**src/rtl/rr_grant_arbiter.sv**
```systemverilog
// Round-robin consumer for N bypass FIFOs: grants one requester per cycle,
// captures its beat a cycle later into a 2-entry buffer, streams it out.
module rr_grant_arbiter #(
    parameter  int N     = 3,
    parameter  int WIDTH = 64,
    localparam int SW    = $clog2(N)
) (
    input  logic                 CLK,
    input  logic                 Reset,
    input  logic [N-1:0]         i_Req,
    output logic [N-1:0]         o_Grant,
    input  logic [N-1:0]         i_Valid,
    input  logic [N*WIDTH-1:0]   i_Data,
    output logic                 o_Valid,
    output logic [WIDTH-1:0]     o_Data,
    output logic [SW-1:0]        o_Src,
    input  logic                 i_Ready,
    output logic                 o_ProtoErr
);

    logic [SW-1:0]    ptr_r;
    logic [SW-1:0]    src_r;
    logic             inflight_r;
    logic [1:0]       count_r;
    logic [WIDTH-1:0] head_data_r;
    logic [WIDTH-1:0] tail_data_r;
    logic [SW-1:0]    head_src_r;
    logic [SW-1:0]    tail_src_r;

    logic             pop_s;
    logic             push_s;
    logic             grant_ok_s;
    logic [2:0]       occ_s;
    logic             found_s;
    logic [SW-1:0]    grant_idx_s;
    logic [N-1:0]     grant_s;
    logic [WIDTH-1:0] cap_data_s;

    function automatic logic [SW-1:0] wrap_idx(input logic [SW-1:0] base, input int off);
        int sum;
        sum = int'(base) + off;
        if (sum >= N) begin
            sum = sum - N;
        end else begin
            sum = sum;
        end
        return SW'(sum);
    endfunction

    // Credit check: beats already held or on their way must leave room for this grant.
    assign pop_s      = o_Valid & i_Ready;
    assign occ_s      = {1'b0, count_r} + {2'b00, inflight_r} - {2'b00, pop_s};
    assign grant_ok_s = (occ_s <= 3'd1);
    assign push_s     = inflight_r & i_Valid[src_r];
    assign cap_data_s = i_Data[src_r*WIDTH +: WIDTH];

    // Round-robin search starting at ptr_r, wrapping modulo N.
    always_comb begin
        found_s     = 1'b0;
        grant_idx_s = '0;
        grant_s     = '0;
        for (int i = 0; i < N; i++) begin
            if (!found_s && i_Req[wrap_idx(ptr_r, i)]) begin
                found_s     = 1'b1;
                grant_idx_s = wrap_idx(ptr_r, i);
            end else begin
                found_s = found_s;
            end
        end
        if (found_s && grant_ok_s && !Reset) begin
            grant_s[grant_idx_s] = 1'b1;
        end else begin
            grant_s = '0;
        end
    end

    assign o_Grant    = grant_s;
    assign o_ProtoErr = inflight_r & ~i_Valid[src_r];
    assign o_Valid    = (count_r != 2'd0);
    assign o_Data     = head_data_r;
    assign o_Src      = head_src_r;

    // Arbitration pointer and record of the grant whose beat arrives next cycle.
    always_ff @(posedge CLK or posedge Reset) begin
        if (Reset) begin
            ptr_r      <= '0;
            src_r      <= '0;
            inflight_r <= 1'b0;
        end else begin
            inflight_r <= |grant_s;
            if (|grant_s) begin
                ptr_r <= wrap_idx(grant_idx_s, 1);
                src_r <= grant_idx_s;
            end
        end
    end

    // Two-entry in-order output buffer; head is always the presented beat.
    always_ff @(posedge CLK or posedge Reset) begin
        if (Reset) begin
            count_r     <= 2'd0;
            head_data_r <= '0;
            tail_data_r <= '0;
            head_src_r  <= '0;
            tail_src_r  <= '0;
        end else begin
            case ({push_s, pop_s})
                2'b10: begin
                    if (count_r == 2'd0) begin
                        head_data_r <= cap_data_s;
                        head_src_r  <= src_r;
                    end else begin
                        tail_data_r <= cap_data_s;
                        tail_src_r  <= src_r;
                    end
                    count_r <= count_r + 2'd1;
                end
                2'b01: begin
                    head_data_r <= tail_data_r;
                    head_src_r  <= tail_src_r;
                    count_r     <= count_r - 2'd1;
                end
                2'b11: begin
                    if (count_r == 2'd1) begin
                        head_data_r <= cap_data_s;
                        head_src_r  <= src_r;
                    end else begin
                        head_data_r <= tail_data_r;
                        head_src_r  <= tail_src_r;
                        tail_data_r <= cap_data_s;
                        tail_src_r  <= src_r;
                    end
                end
                default: begin
                end
            endcase
        end
    end

endmodule

```
**config.mk**
```make
export PLATFORM = sky130hd
export DESIGN_NAME = rr_grant_arbiter
export DESIGN_NICKNAME = d
export VERILOG_FILES = /design/src/rtl/rr_grant_arbiter.sv
export SDC_FILE = /design/constraint.sdc
export NUM_CORES = 1
export LEC_CHECK = 0
export CORE_MARGIN = 2
export CORE_UTILIZATION = 30
export CTS_CLUSTER_DIAMETER = 200
export DETAILED_ROUTE_END_ITERATION = 10
export SLEW_MARGIN = 5
export SYNTH_ARGS = -nofsm -noshare
export SYNTH_HDL_FRONTEND = slang
export SYNTH_SLANG_ARGS = --single-unit
```
**constraint.sdc**
```tcl
create_clock -name CLK -period 6.9 [get_ports CLK]
set_input_delay 1.38 -clock CLK [delete_from_list [all_inputs] [get_ports CLK]]
set_output_delay 1.38 -clock CLK [all_outputs]
set_load 0.005 [all_outputs]
```
==> reports/metrics.yaml, run 1 <==
status:
  status: "completed"
synthesis:
  synth_top_area_cell: "dfrtp_1"
  synth_commonest_cells: "dfrtp_1 (139), inv_1 (80), nand2_1 (73)"
  synth-simple-area-share_pct: 4.95
  synthMuxAreaShare_pct: 19.5
  ys_seq_area_share_pct: 46.2
  syn_area_um2: 7540
  synth.top_cell.area_share_pct: 46.2
  synth_area_leaders: "dfrtp_1 (46%), mux2_2 (9.9%), mux2i_1 (9.0%)"
  synth-seq-cells: 139
  syn_inst: 735
  async_reset_ff_share_pct: 100
  synth_top_family_by_area: "multiplexers"
  synth_fa_ha_area_share_pct: 2.42
  synth_cell_types: 39
  postSynthAreaPerCell_um2: 10.3
  synth_compound_gate_area_share_pct: 18.8
  yosysWarnings: 0
  synth.net_count: 950
  synthFlopType: "dfrtp_1"
  yosysMostFrequentCell: "dfrtp_1"
  synth-xor-area-share_pct: 0.349
  synth_edf_count: 0
floorplanning:
  dieArea_um2: 26400
  coreArea_um2: 24900
  rows: 58
  die_h_um: 162
  die_w_um: 162
  start_util_pct: 30.3
  design.portCount: 272
finish:
  nNetsFinal: 1191
  syn2layout_area_growth_pct: 47.9
  drive_gt1_share_pct: 12.4
  utilization_pct: 44.8
  stdcell_area_um2: 11100
  diodes: 0
grt:
  gr-usage-all-layers_pct: 16.1
  grt_max_degree: 73
  gr-total-overflow: 0
  grt_first_pass_wirelength_mm: 33.8
  grt_pass1_vias: 6463
  antenna_found_initial: 0
setup_path:
  cp_max_fo: 5
  cp_slowest_cell: "clkdlybuf4s50_1"
  startpoint_type: "primary input"
  end_kind: "output port"
  path_delay_family: "buffers and inverters"
  arrival_ps: 4170
  cp_slowest_stage_delay_ps: 510
  cp.buffers_inverters: 5
  cp_cell_sequence: "clkdlybuf4s50_1, nand2_1, inv_1, ha_1, inv_1, ha_1, inv_1, fa_1, xnor2_1, o2111a_2, and2_1, clkdlybuf4s50_1"
  required_ps: 5520
  crit_top_cell: "inv_1"
  critPathKind: "in -> out"
worst_hold_path:
  worstHoldPathType: "reg -> reg"
power:
  cellPowerDensity_nw_per_um2: 403
  p_leak_nw: 4.67
  fin_total_pwr_mw: 4.49
  ir_worst_vdd_mv: 0.194
route:
  totalWireLength_mm: 21.3
  vias_per_cell: 4.78
  first_iter_violations: 257
  firstDrtPassIters: 4
  detail_route.wl_per_cell_um: 16.1
  via_count: 6294
  drc: 0
  final_antenna_net_count: 0
timing:
  finalHoldViolCount: 0
  period_needed_ps: 5550
  slew_violations: 0
  setup_viol: 0
  slew_headroom_pct: 22.8
  min_period_over_period_pct: 80.5
  finalClockSkew_ps: 9.97
  worstMarginPinSlew_ps: 1160
  setup_tns_ps: 0
  rsz0062_at_grt: "no"
  timing.fmax_mhz: 180
clock_network:
  clkLatencyLatePin_ps: 410
  cts_made_buffers: 17
  cts_sinks: 139
  clockBufferDepth: 2
  cts.htree.levels: 4
  post_cts_buffers: 0
  cts_root_buf: "clkbuf_16"
  clk_pin_slew_ps: 60
  cts_resized: 0
  ctsHoldBuffers: 0
  cts_tree: "built"
place:
  place_congestion: 0.730
  dp_hpwl_mm: 14.7
  io_buffer_count: 271
  dpl_cell_area_um2: 10500
flow_run:
  max-cap-violations: 0
[path summary, 6_finish.rpt]
check | from | endpoint | slack (ps) | depth (start not counted)
setup / recovery | i_Ready | o_Grant[1] | 1350 | 12
hold / removal | o_Src[0]$_DFFE_PP0P_ | o_Src[0]$_DFFE_PP0P_ | 490 | 2
setup reg to reg | src_r[1]$_DFFE_PP0P_ | o_Data[15]$_DFFE_PP0P_ | 3050 | 11
hold reg to reg | o_Src[0]$_DFFE_PP0P_ | o_Src[0]$_DFFE_PP0P_ | 490 | 2
max in group asynchronous | Reset | tail_data_r[56]$_DFFE_PP0P_ | 3840 | 4
min in group asynchronous | Reset | o_Data[8]$_DFFE_PP0P_ | 1350 | 2
[where the power goes]
part           switching [mW]  leakage (nW)  internal, mW
clock network           0.356         0.325         0.681
logic                   0.951          2.68          1.06
registers               0.229          1.67          1.22
[final cells by class]
cell class              instances  area, µm²
clock buffers                  18        429
clock inverters                13        238
fillers                      2389      13700
inverters                      80        305
multi-input cells             457       3490
flip-flops and latches        139       3480
well taps                     330        413
repair buffers                281       2790
[registers in the layout, summed over array words and instances, names as in the netlist]
signal	count
o_Data	64
ptr_r	2
tail_data_r	64
inflight_r	1
tail_src_r	2
count_r	2
o_Src	2
src_r	2
[cell families after synthesis]
logic type	count (synthesis)
buffers and inverters	139
AND/OR/NAND/NOR	89
adder cells (fa/ha/maj)	14
AO/OA/AOI/OAI	214
XOR/XNOR	3
flip-flops	139
multiplexers	137
[worst min-delay path: cells and delay by family (launching register included)]
family	cells	cell delay (ps)
DFF	1	340
AOI/OAI and AO/OA	1	60
and+or+nand+nor	1	50
[per-stage QoR]
step           setup WS [ps]  hold slack [ps]  std cells
6_report                1350              486       1318
5_1_grt                 1190              514       1318
4_1_cts                 1330              493       1318
3_5_place_dp            1350              479       1287
3_3_place_gp            1400              466       1287
2_1_floorplan            401              472        735
[per-layer routing]
layer | vias up | track usage [%] | share of wire [%]
met1 | 3033 | 19.5 | 43
met3 | 17 | 3.51 | 5.2
met5 | - | 0 | 0
li1 | 3099 | - | -
met4 | 0 | 4.75 | 1.3
met2 | 145 | 28.7 | 51
[cell usage in the layout (no fill, tap or decap), types with 2 or more instances in the layout]
master           netlist  final
inv_1                 80     79
a221o_1                2      2
mux2_4                 3      3
xnor2_1                3      3
nor2b_1                3      2
dfrtp_1              139    137
o21ai_0               69     69
mux2_2                66     66
clkinv_4               0      3
and2b_1                2      2
buf_4                  6     10
mux2i_1               68     68
clkdlybuf4s50_1        0    271
a21oi_1               65     65
bufinv_16              0      6
a22oi_1                2      2
ha_1                  13     13
inv_6                  0      4
nand2b_1               3      3
and2_1                 4      4
nand2_1               73     72
a221oi_2               2      2
a221oi_1              62     62
clkbuf_16              0     17
Note: power is estimated with default switching activity, not from simulation.
==> inputs of run 2 (changes only) <==
Clock period 6.9 ns to 5.2 ns, I/O delays scaled along.
==> reports/metrics.yaml, run 2 (synthesis results as in run 1) <==
clock_network:
  clkLatencyLatePin_ps: 410  # about the same
  cts_sinks: 139  # unchanged
  post_cts_buffers: 0  # unchanged
  cts_made_buffers: 17  # unchanged
  cts_resized: 0  # unchanged
  cts_tree: "built"  # unchanged
  clk_pin_slew_ps: 50  # was 60 ps
  cts.htree.levels: 4  # unchanged
  clockBufferDepth: 2  # unchanged
  cts_root_buf: "clkbuf_16"  # unchanged
  ctsHoldBuffers: 0  # unchanged
finish:
  final_cell_mix: "clkdlybuf4s50_1 (271), dfrtp_1 (137), inv_1 (79), nand2_1 (72), o21ai_0 (69)"  # unchanged
  n_fill_cell: 2364  # was 2389
  stdcell_area_um2: 11100  # about the same
  utilization_pct: 44.6  # was 44.8%
  drive_gt1_share_pct: 12.5  # was 12.4%
  diodes: 0  # unchanged
  syn2layout_area_growth_pct: 47.5  # was 47.9%
  fin_cells: 1317  # was 1318
  final_common_cell: "clkdlybuf4s50_1"  # unchanged
  nNetsFinal: 1190  # was 1191
route:
  firstDrtPassIters: 4  # unchanged
  detail_route.wl_per_cell_um: 16.0  # was 16.1 µm
  final_antenna_net_count: 0  # unchanged
  via_count: 6303  # was 6294
  drc: 0  # unchanged
  vias_per_cell: 4.79  # was 4.78
  first_iter_violations: 241  # was 257
  totalWireLength_mm: 21.0  # was 21.3 mm
setup_path:
  cp_cell_sequence: "clkdlybuf4s50_1, nand2_1, inv_1, ha_1, inv_1, ha_1, inv_1, fa_1, xnor2_1, o2111a_2, and2_1, clkdlybuf4s50_1"  # unchanged
  startpoint_type: "primary input"  # unchanged
  required_ps: 4160  # was 5520 ps
  cp.buffers_inverters: 5  # unchanged
  crit_top_cell: "inv_1"  # unchanged
  critPathKind: "in -> out"  # unchanged
  reg2reg_depth: 10  # was 11
  path_delay_family: "buffers and inverters"  # unchanged
  reg2reg_from: "src_r[0]$_DFFE_PP0P_"  # was src_r[1]$_DFFE_PP0P_
  cp_slowest_stage_delay_ps: 510  # about the same
  arrival_ps: 3780  # was 4170 ps
  r2r-end: "o_Data[47]$_DFFE_PP0P_"  # was o_Data[15]$_DFFE_PP0P_
  end_kind: "output port"  # unchanged
  reg2reg_slack_ps: 1800  # was 3050 ps
  cp_max_fo: 5  # unchanged
  cp_slowest_cell: "clkdlybuf4s50_1"  # unchanged
power:
  p_leak_nw: 4.65  # was 4.67 nW
  cellPowerDensity_nw_per_um2: 531  # was 403 nW/µm²
  ir_worst_vdd_mv: 0.287  # was 0.194 mV
status:
  status: "completed"  # unchanged
timing:
  slew_violations: 0  # unchanged
  slew_headroom_pct: 30.1  # was 22.8%
  setup_tns_ps: 0  # unchanged
  finalHoldViolCount: 0  # unchanged
  setup_viol: 0  # unchanged
  rsz0062_at_grt: "no"  # unchanged
  timing.fmax_mhz: 208
  min_period_over_period_pct: 92.6
  finalClockSkew_ps: 7.58  # was 9.97 ps
  worstMarginPinSlew_ps: 1050  # was 1160 ps
  period_needed_ps: 4820
floorplanning:
  coreArea_um2: 24900  # unchanged
  dieArea_um2: 26400  # unchanged
  die_h_um: 162  # unchanged
  die_w_um: 162  # unchanged
  start_util_pct: 30.3  # unchanged
  rows: 58  # unchanged
  design.portCount: 272  # unchanged
worst_hold_path:
  worstHoldPathType: "reg -> reg"  # unchanged
  holdPathStages: 2  # unchanged
  min_to: "o_Src[0]$_DFFE_PP0P_"  # unchanged
  min_from: "o_Src[0]$_DFFE_PP0P_"  # unchanged
grt:
  grt_max_degree: 133  # was 73
  grt_pass1_vias: 6306  # was 6463
  gr-usage-all-layers_pct: 15.9  # was 16.1%
  antenna_found_initial: 0  # unchanged
  gr-total-overflow: 0  # unchanged
  grt_first_pass_wirelength_mm: 33.5  # was 33.8 mm
place:
  io_buffer_count: 271  # unchanged
  dpl_cell_area_um2: 10500  # about the same
  dp_cells: 1286  # was 1287
  dp_hpwl_mm: 14.2  # was 14.7 mm
  place_congestion: 0.756  # was 0.730
flow_run:
  max-cap-violations: 0  # unchanged
-- run 2: cell count changes in the layout (fill, tap and decap cells not counted), sizes merged --
cell,before,now
clkinv,4,3
bufinv,6,4
buf,10,9
clkinvlp,0,3
-- run 2: routing by layer --
metal,track usage (%),up-vias,wire (µm)
li1,-,3092,-
met1,20.2,3000,9130
met2,26.6,182,10100
met3,3.74,29,1330
met4,5.59,0,486
met5,0,-,0
-- run 2: stage by stage --
step | total power, mW | worst slack, ps | hold slack (ps)
after global routing | 6.35 | 179 | 499
after global placement | 4.60 | 385 | 468
after detailed placement | 4.66 | 355 | 471
final | 5.90 | 383 | 478
after CTS | 5.99 | 362 | 484
after floorplan | 3.50 | 417 | 472
-- run 2: area by class of cell --
type                            instances  area [µm²]  share of cell area (%)
Clock buffer                           18         439                    3.95
Tap cell                              330         413                    3.72
Inverter                               80         304                    2.74
Sequential cell                       139        3480                    31.3
Multi-Input combinational cell        457        3490                    31.4
Clock inverter                         13         189                    1.70
Timing Repair Buffer                  280        2790                    25.1
-- run 2: where the power goes --
part	internal (mW)	switching, mW
Clock	0.818	0.482
Combinational	1.41	1.24
Sequential	1.62	0.335
-- run 2: worst max-delay path by stage --
stage / start / endpoint / slack (ps) / depth (start not counted)
floorplan: Reset / o_Grant[1] / 420 / 3
global placement: i_Ready / o_Grant[1] / 390 / 12
detailed placement: i_Ready / o_Grant[1] / 350 / 12
CTS: i_Ready / o_Grant[1] / 360 / 12
global route: i_Ready / o_Grant[1] / 180 / 12
finish: i_Ready / o_Grant[1] / 380 / 12
-- run 2: worst reg2reg max path: cells and delay by family, from the launching register on --
kind	cells	cell delay, ps
AND/OR/NAND/NOR	3	780
AO/OA/AOI/OAI	3	570
adder cells (fa/ha/maj)	1	240
multiplexers	1	310
buffers and inverters	2	570
flip-flops	1	790
==> inputs of run 3 (changes only) <==
Settings changed: CORE_MARGIN 2 to unset.
==> reports/metrics.yaml, run 3 (synthesis results as in run 1) <==
floorplanning:
  die_h_um: 160  # was 162 µm
  die_w_um: 160  # was 162 µm
  start_util_pct: 30.8  # was 30.3%
  rows: 57  # was 58
  coreArea_um2: 24500  # was 24900 µm²
  design.portCount: 272  # unchanged
  dieArea_um2: 25800  # was 26400 µm²
grt:
  grt_pass1_vias: 6390  # was 6306
  grt_max_degree: 79  # was 133
  gr-usage-all-layers_pct: 16.5  # was 15.9%
  antenna_found_initial: 0  # unchanged
  grt_first_pass_wirelength_mm: 33.8  # was 33.5 mm
  gr-total-overflow: 0  # unchanged
finish:
  final_cell_mix: "clkdlybuf4s50_1 (271), dfrtp_1 (137), inv_1 (79), nand2_1 (72), o21ai_0 (69)"  # unchanged
  final_common_cell: "clkdlybuf4s50_1"  # unchanged
  stdcell_area_um2: 11100  # about the same
  fin_cells: 1313  # was 1317
  n_fill_cell: 2328  # was 2364
  utilization_pct: 45.5  # was 44.6%
  drive_gt1_share_pct: 12.5  # about the same
  multi_input_area_um2: 3490  # unchanged
  nNetsFinal: 1191  # was 1190
  syn2layout_area_growth_pct: 47.6  # was 47.5%
  diodes: 0  # unchanged
  final-seq-area_um2: 3480  # unchanged
clock_network:
  post_cts_buffers: 0  # unchanged
  clockBufferDepth: 2  # unchanged
  cts_resized: 0  # unchanged
  cts_root_buf: "clkbuf_16"  # unchanged
  cts_sinks: 139  # unchanged
  cts_made_buffers: 17  # unchanged
  ctsHoldBuffers: 0  # unchanged
  cts_tree: "built"  # unchanged
  cts.htree.levels: 4  # unchanged
  clk_pin_slew_ps: 60  # was 50 ps
  clkLatencyLatePin_ps: 410  # about the same
place:
  io_buffer_count: 271  # unchanged
  place_congestion: 0.748  # was 0.756
  dp_cells: 1281  # was 1286
  post-place-ws_ps: 362  # was 355 ps
  dp_hpwl_mm: 14.3  # was 14.2 mm
  dpl_cell_area_um2: 10500  # unchanged
route:
  first_iter_violations: 242  # was 241
  totalWireLength_mm: 20.9  # was 21.0 mm
  via_count: 6296  # was 6303
  final_antenna_net_count: 0  # unchanged
  vias_per_cell: 4.80  # was 4.79
  drc: 0  # unchanged
  detail_route.wl_per_cell_um: 15.9  # was 16.0 µm
  firstDrtPassIters: 4  # unchanged
timing:
  setup_viol: 0  # unchanged
  finalClockSkew_ps: 9.84  # was 7.58 ps
  min_period_over_period_pct: 92.8  # was 92.6%
  worstMarginPinSlew_ps: 1070  # was 1050 ps
  fin_hold_ws_ps: 481  # was 478 ps
  finalHoldViolCount: 0  # unchanged
  slew_headroom_pct: 29.0  # was 30.1%
  timing.fmax_mhz: 207  # was 208 MHz
  slew_violations: 0  # unchanged
  period_needed_ps: 4830  # was 4820 ps
  setup_tns_ps: 0  # unchanged
  fin_ws_ps: 375  # was 383 ps
  rsz0062_at_grt: "no"  # unchanged
power:
  fin_total_pwr_mw: 5.91  # was 5.90 mW
  cellPowerDensity_nw_per_um2: 531  # about the same
  ir_worst_vdd_mv: 0.308  # was 0.287 mV
  p_leak_nw: 4.65  # about the same
setup_path:
  critPathKind: "in -> out"  # unchanged
  startpoint_type: "primary input"  # unchanged
  required_ps: 4160  # about the same
  cp_max_fo: 5  # unchanged
  reg2reg_slack_ps: 1810  # was 1800 ps
  crit_top_cell: "inv_1"  # unchanged
  cp_slowest_stage_delay_ps: 500  # was 510 ps
  cp_slowest_cell: "clkdlybuf4s50_1"  # unchanged
  end_kind: "output port"  # unchanged
  cp_cell_sequence: "clkdlybuf4s50_1, nand2_1, inv_1, ha_1, inv_1, ha_1, inv_1, fa_1, xnor2_1, o2111a_2, and2_1, clkdlybuf4s50_1"  # unchanged
  arrival_ps: 3790  # was 3780 ps
  reg2reg_depth: 8  # was 10
  r2r-end: "tail_data_r[62]$_DFFE_PP0P_"  # was o_Data[47]$_DFFE_PP0P_
  crit_path_start: "i_Ready"  # unchanged
  reg2reg_from: "src_r[1]$_DFFE_PP0P_"  # was src_r[0]$_DFFE_PP0P_
flow_run:
  max-cap-violations: 0  # unchanged
worst_hold_path:
  min_to: "o_Src[1]$_DFFE_PP0P_"  # was o_Src[0]$_DFFE_PP0P_
  worstHoldPathType: "reg -> reg"  # unchanged
  holdPathStages: 2  # unchanged
  min_from: "o_Src[1]$_DFFE_PP0P_"  # was o_Src[0]$_DFFE_PP0P_
status:
  status: "completed"  # unchanged
==> run 3: area by class of cell <==
class | count | share of cell area (%)
Clock buffer | 18 | 3.86
Clock inverter | 14 | 1.88
Inverter | 80 | 2.73
Multi-Input combinational cell | 457 | 31.4
Sequential cell | 139 | 31.3
Tap cell | 324 | 3.64
Timing Repair Buffer | 281 | 25.2
==> run 3: worst max-delay path by stage <==
stage | end | depth (start not counted)
detailed placement | o_Grant[1] | 12
finish | o_Grant[1] | 12
CTS | o_Grant[1] | 12
floorplan | o_Grant[1] | 3
global route | o_Grant[1] | 12
global placement | o_Grant[1] | 12
==> run 3: critical path, delay by kind of cell <==
family / cells / cell delay (ps)
AOI/OAI and AO/OA: 1 / 290
xor gates and xnor gates: 1 / 150
adders and majority gates: 3 / 770
buffers and inverters: 5 / 1260
and+or+nand+nor: 2 / 270
==> run 3: report_power, final <==
group	switching (mW)	internal [mW]	total (mW)	leakage, nW
Clock	0.496	0.817	1.31	0.302
Combinational	1.23	1.41	2.64	2.68
Sequential	0.340	1.62	1.96	1.67
==> run 3: metal layers <==
| layer | wire length [µm] | part of all wire, % | track usage, % | vias up |
|---|---|---|---|---|
| li1 | - | - | - | 3093 |
| met1 | 9290 | 44 | 20.4 | 3047 |
| met2 | 10300 | 49 | 28.3 | 148 |
| met3 | 1200 | 5.7 | 4.73 | 8 |
| met4 | 149 | 0.71 | 3.42 | 0 |
| met5 | 0 | 0 | 0 | - |
